$ cat src/rtl/alu_share_arbiter.sv
// Round-robin arbiter sharing one combinational ALU between NREQ requesters (IDLE/EXEC/RESP).
// Optional statistics counters are enabled by defining ALU_ARB_STATS_EN.
module alu_share_arbiter #(
  parameter int NREQ = 2,
  parameter int ID_W = (NREQ > 1) ? $clog2(NREQ) : 1
) (
  input  logic                 clk_i,
  input  logic                 rst_ni,
  input  logic                 clear_i,
  input  logic [NREQ-1:0]      req_valid_i,
  output logic [NREQ-1:0]      req_ready_o,
  input  logic [NREQ*32-1:0]   req_a_i,
  input  logic [NREQ*32-1:0]   req_b_i,
  input  logic [NREQ*5-1:0]    req_op_i,
  output logic [31:0]          alu_a_o,
  output logic [31:0]          alu_b_o,
  output logic [4:0]           alu_op_o,
  input  logic [31:0]          alu_result_i,
  input  logic                 alu_flag_i,
  output logic                 rsp_valid_o,
  input  logic                 rsp_ready_i,
  output logic [ID_W-1:0]      rsp_id_o,
  output logic [31:0]          rsp_result_o,
  output logic                 rsp_flag_o,
  output logic                 busy_o
`ifdef ALU_ARB_STATS_EN
  ,
  output logic [31:0]          ops_done_o,
  output logic [31:0]          stall_cycles_o
`endif
);

  typedef enum logic [1:0] {IDLE = 2'd0, EXEC = 2'd1, RESP = 2'd2} state_e;

  state_e           state_q, state_d;
  logic [ID_W-1:0]  ptr_q, ptr_d;
  logic [ID_W-1:0]  id_q;
  logic [31:0]      a_q, b_q, result_q;
  logic [4:0]       op_q;
  logic             flag_q;

  logic [31:0]      a_arr  [NREQ];
  logic [31:0]      b_arr  [NREQ];
  logic [4:0]       op_arr [NREQ];

  logic             grant_found;
  logic [ID_W-1:0]  grant_idx;
  logic             accept;
  logic             handshake;

  genvar gi;
  generate
    for (gi = 0; gi < NREQ; gi++) begin : g_unpack
      assign a_arr[gi]  = req_a_i[32*gi +: 32];
      assign b_arr[gi]  = req_b_i[32*gi +: 32];
      assign op_arr[gi] = req_op_i[5*gi +: 5];
    end
  endgenerate

  // First valid requester at or after the pointer, wrapping around.
  always_comb begin
    grant_found = 1'b0;
    grant_idx   = '0;
    for (int i = 0; i < NREQ; i++) begin
      int cand;
      cand = int'(ptr_q) + i;
      if (cand >= NREQ) cand = cand - NREQ;
      if (!grant_found && req_valid_i[cand]) begin
        grant_found = 1'b1;
        grant_idx   = ID_W'(cand);
      end
    end
  end

  assign accept    = (state_q == IDLE) && grant_found && !clear_i;
  assign handshake = (state_q == RESP) && rsp_ready_i && !clear_i;

  always_comb begin
    int nxt;
    nxt   = int'(grant_idx) + 1;
    ptr_d = (nxt >= NREQ) ? '0 : ID_W'(nxt);
  end

  // State register
  always_ff @(posedge clk_i or negedge rst_ni) begin
    if (!rst_ni) state_q <= IDLE;
    else         state_q <= state_d;
  end

  // Next-state logic; clear_i overrides everything
  always_comb begin
    state_d = state_q;
    unique case (state_q)
      IDLE:    if (accept) state_d = EXEC;
      EXEC:    state_d = RESP;
      RESP:    if (handshake) state_d = IDLE;
      default: state_d = IDLE;
    endcase
    if (clear_i) state_d = IDLE;
  end

  // Output logic
  always_comb begin
    req_ready_o = '0;
    if (accept) req_ready_o[grant_idx] = 1'b1;
    rsp_valid_o = (state_q == RESP);
    busy_o      = (state_q != IDLE);
  end

  always_ff @(posedge clk_i or negedge rst_ni) begin
    if (!rst_ni) begin
      ptr_q    <= '0;
      id_q     <= '0;
      a_q      <= '0;
      b_q      <= '0;
      op_q     <= '0;
      result_q <= '0;
      flag_q   <= 1'b0;
    end else begin
      if (accept) begin
        ptr_q <= ptr_d;
        id_q  <= grant_idx;
        a_q   <= a_arr[grant_idx];
        b_q   <= b_arr[grant_idx];
        op_q  <= op_arr[grant_idx];
      end
      if (state_q == EXEC) begin
        result_q <= alu_result_i;
        flag_q   <= alu_flag_i;
      end
    end
  end

  assign alu_a_o      = a_q;
  assign alu_b_o      = b_q;
  assign alu_op_o     = op_q;
  assign rsp_id_o     = id_q;
  assign rsp_result_o = result_q;
  assign rsp_flag_o   = flag_q;

`ifdef ALU_ARB_STATS_EN
  logic [31:0] ops_done_q, stall_cycles_q;

  always_ff @(posedge clk_i or negedge rst_ni) begin
    if (!rst_ni) begin
      ops_done_q     <= '0;
      stall_cycles_q <= '0;
    end else begin
      if (handshake)                  ops_done_q     <= ops_done_q + 32'd1;
      if (rsp_valid_o && !rsp_ready_i) stall_cycles_q <= stall_cycles_q + 32'd1;
    end
  end

  assign ops_done_o     = ops_done_q;
  assign stall_cycles_o = stall_cycles_q;
`endif

endmodule
$ cat config.mk
export PLATFORM = sky130hd
export DESIGN_NAME = alu_share_arbiter
export DESIGN_NICKNAME = d
export VERILOG_FILES = /design/src/rtl/alu_share_arbiter.sv
export SDC_FILE = /design/constraint.sdc
export NUM_CORES = 1
export LEC_CHECK = 0
export BUFFER_PORTS_ARGS = -buffer_cell sky130_fd_sc_hd__buf_2
export CAP_MARGIN = 0
export CORE_MARGIN = 5
export CORE_UTILIZATION = 40
export CTS_CLUSTER_DIAMETER = 150
export DETAILED_ROUTE_END_ITERATION = 7
export PLACE_DENSITY = 0.72
export SYNTH_ARGS = -nofsm -noshare
export SYNTH_HDL_FRONTEND = slang
export SYNTH_SLANG_ARGS = --single-unit
$ cat constraint.sdc
create_clock -name clk_i -period 1.55 [get_ports clk_i]
set_input_delay 0.0775 -clock clk_i [delete_from_list [all_inputs] [get_ports clk_i]]
set_output_delay 0.0775 -clock clk_i [all_outputs]
set_load 0.02 [all_outputs]
==> reports/results.tsv <==
metric	value	unit
failing checks	setup timing	
slew at the pin closest to its max-slew limit	0.503	ns
proportion of register bits with asynchronous set or reset after synthesis	100	%
final WL	19.6	mm
worst reg2reg path depth	6	
family with the most delay on the worst path	simple AND/OR/NAND/NOR gates	
# Max-Cap Violations	0	
die height	119	um
Die Span X	119	um
total global routing track utilization	24.8	%
cell row count	40	
total leakage power	4.03	nW
final count of negative-setup-slack endpoints	72	
total via count in the routed design	5288	
via count of the first global-routing pass	5486	
Reg2Reg Launch Point	state_q[1]	
full die area	0.0143	mm^2
Global Route met1 Usage	29.1	%
unrepaired setup endpoints after global routing	true	
Largest stage delay, worst path	0.44	ns
required time of the worst setup path	1.47	ns
worst vdd ir	0.693	mV
busiest layer in global routing	met2	
most frequent cells after synthesis	sky130_fd_sc_hd__dfrtp_1 (106), sky130_fd_sc_hd__nand2_1 (70), sky130_fd_sc_hd__a221o_1 (69)	
Worst R2R End	alu_b_o[28]	
top_reg_cell synth	sky130_fd_sc_hd__dfrtp_1	
HPWL reported at the end of detailed placement	11.2	mm
routed length per instance	20.4	um
register clock-pin slew on the reported worst setup and hold paths	0.07	ns
count of input and output buffers	283	
synth unique cells	21	
area of the core	0.0119	mm^2
boundary pin count	284	
Synthesized Nets	582	
kind of start point of the critical path	flip-flop	
maximum clock rate	0.588	GHz
mean instance size in the synthesized netlist	11.8	um^2
Reg2Reg Setup Slack	-0.11	ns
maximum number of pins on one net before global-route repair	42	
number of instances in the synthesized netlist	405	
final worst clock skew	0.0104	ns
critical-path cell with the highest stage delay	sky130_fd_sc_hd__dfrtp_2	
final worst-path setup slack	-0.149	ns
Antenna Violating Nets Remaining	0	
CTS tree	done	
number of warnings issued by yosys	0	
clk root buf	sky130_fd_sc_hd__clkbuf_16	
fraction of final layout cells with drive strength greater than 1	50.6	%
Final GP Congestion	0.813	
max_slew headroom	66.3	%
Crit path buffers/inverters	2	
CTS max path bufs	2	
routed vias/inst	5.51	
total count of max-transition violations in the final report	0	
status	complete, but fails checks	
launch instance of the worst min-delay path	rsp_ready_i	
met3 usage	5.46	%
1st-pass router iterations	5	
FF+latch count, synth	106	
area overhead of the layout relative to synthesis	71.2	%
critical path peak fanout	4	
largest cells by area after synthesis	sky130_fd_sc_hd__dfrtp_1 (55%), sky130_fd_sc_hd__a221o_1 (14%), sky130_fd_sc_hd__mux2_2 (7.8%)	
Setup CP Type	reg -> out	
minimum hold slack	0.0680	ns
share of the cycle needed by the critical path after routing	110	%
number of hold violations in the final report	0	
Iter 0 DRT Violations	650	
number of buffers created by CTS	9	
most used standard cell by instance count after synthesis	sky130_fd_sc_hd__dfrtp_1	
post-synth top area share	55.4	%
CP Cell Sequence	or3_4 -> buf_12 -> nor3b_4 -> buf_6	
post-synthesis cell type with the largest combined area	sky130_fd_sc_hd__dfrtp_1	
maximum level of the CTS H-tree	3	
path class of the lowest-slack min-delay path	in -> reg	
power density relative to cell area	1230	mW/mm^2
initial core utilization	40.4	%
count of nets after finishing	982	
met2 Usage GRT	43.2	%
Worst-Skew Late Latency	0.34	ns
time the worst path needs with I/O delays and setup	1.70	ns
endpoint kind of the worst setup timing path	primary output	
Post-synth EDFFs	0	
Seq/Total Area, Yosys	55.4	%
fillcell total	806	
number of antenna violations at the first check in global routing	2	
Power, Total	0.0101	W
leftover overflow at the end of global routing	0	
post-route DRC violation count	0	
wire length of the first global-routing pass	28.3	mm
count of cells along the worst hold path	4	
arrival time at the worst endpoint	1.62	ns
area of the mapped netlist	0.00479	mm^2
destination of the worst hold path	state_q[1]	
clock sinks	106	
[power breakdown]
group	total [W]	switching, W	internal [W]
Sequential	0.00392	0.000445	0.00348
Combinational	0.00384	0.00213	0.00172
Clock	0.00231	0.00104	0.00127
Total	0.0101	0.00361	0.00646
[worst min-delay path: cells and delay by family]
family          cells  cell delay, ns
compound gates      1            0.06
simple gates        1            0.08
buf+inv             2            0.14
[cells in the final DEF, fill, tap and decap left out, types with 3 or more instances in the layout]
cell	netlist	layout
sky130_fd_sc_hd__diode_2	0	3
sky130_fd_sc_hd__clkbuf_16	0	14
sky130_fd_sc_hd__dlygate4sd3_1	0	104
sky130_fd_sc_hd__mux2_2	33	33
sky130_fd_sc_hd__buf_4	2	19
sky130_fd_sc_hd__buf_2	12	280
sky130_fd_sc_hd__a221o_1	69	69
sky130_fd_sc_hd__nor3_2	14	24
sky130_fd_sc_hd__buf_8	0	4
sky130_fd_sc_hd__dfrtp_1	106	105
sky130_fd_sc_hd__nand2_1	70	70
sky130_fd_sc_hd__buf_6	15	8
sky130_fd_sc_hd__buf_12	0	9
sky130_fd_sc_hd__nor3_1	56	45
[metal layers]
| metal | vias to the layer above | routed length, um |
|---|---|---|
| met5 | - | 0 |
| met4 | 0 | 778 |
| met3 | 75 | 1530 |
| met2 | 369 | 9740 |
| met1 | 2526 | 7560 |
| li1 | 2318 | - |
[final cells by class]
class / count / area (um^2) / area share (%)
antenna: 3 / 7.51 / 0.0916
inverter: 2 / 7.51 / 0.0916
clock inverter: 6 / 73.8 / 0.901
tap: 147 / 184 / 2.24
multi-input combinational: 255 / 1940 / 23.7
timing repair buffer: 431 / 3100 / 37.8
clock buffer: 9 / 225 / 2.75
sequential: 106 / 2650 / 32.4
[flip-flops by register name (all words and copies together), names as in the netlist]
register and flops:
alu_a_o 32, alu_b_o 32, rsp_result_o 32, alu_op_o 5
state_q 2, ptr_q 1, rsp_flag_o 1, rsp_id_o 1
[per-stage QoR]
step                      area, um^2  TNS [ns]  utilization (%)  cells  worst slack, ns
after floorplan                 4790         0                -    405           0.0263
after global placement          6370     -1.33             53.7    814          -0.0664
after detailed placement        6370     -4.12             53.7    814           -0.124
after CTS                       7930     -1.02             66.8    941           -0.177
after global routing            8190    -10.20             69.1    958           -0.220
final                           8200     -5.61             69.1    959           -0.149
[cells by family after synthesis]
| family | after synthesis | share of synthesized area, % |
|---|---|---|
| multiplexers | 33 | 7.76 |
| flip-flops | 106 | 55.4 |
| buffers and inverters | 45 | 6.35 |
| AO/OA/AOI/OAI | 73 | 14.9 |
| AND/OR/NAND/NOR | 148 | 15.5 |
[what timing repair did]
action | 4_1_cts | 5_1_grt
hold buffers | 104 | 0
gates resized for setup | 25 | 9
cloned | 2 | 10
setup buffers | 7 | 6
pin swaps | 4 | 3
hold endpoints to repair | 209 | 0
setup endpoints to repair | 72 | 71
[worst max-delay path by stage]
| stage | startpoint | end | cells past startpoint |
|---|---|---|---|
| final | state_q[1] | req_ready_o[1] | 4 |
| after global routing | state_q[0] | req_ready_o[1] | 4 |
| after CTS | state_q[1] | req_ready_o[1] | 4 |
| after detailed placement | state_q[1] | alu_b_o[21] | 4 |
| after global placement | state_q[1] | req_ready_o[1] | 4 |
| after floorplan | state_q[1] | rsp_id_o | 5 |
Power figures use the tool's default switching activity.
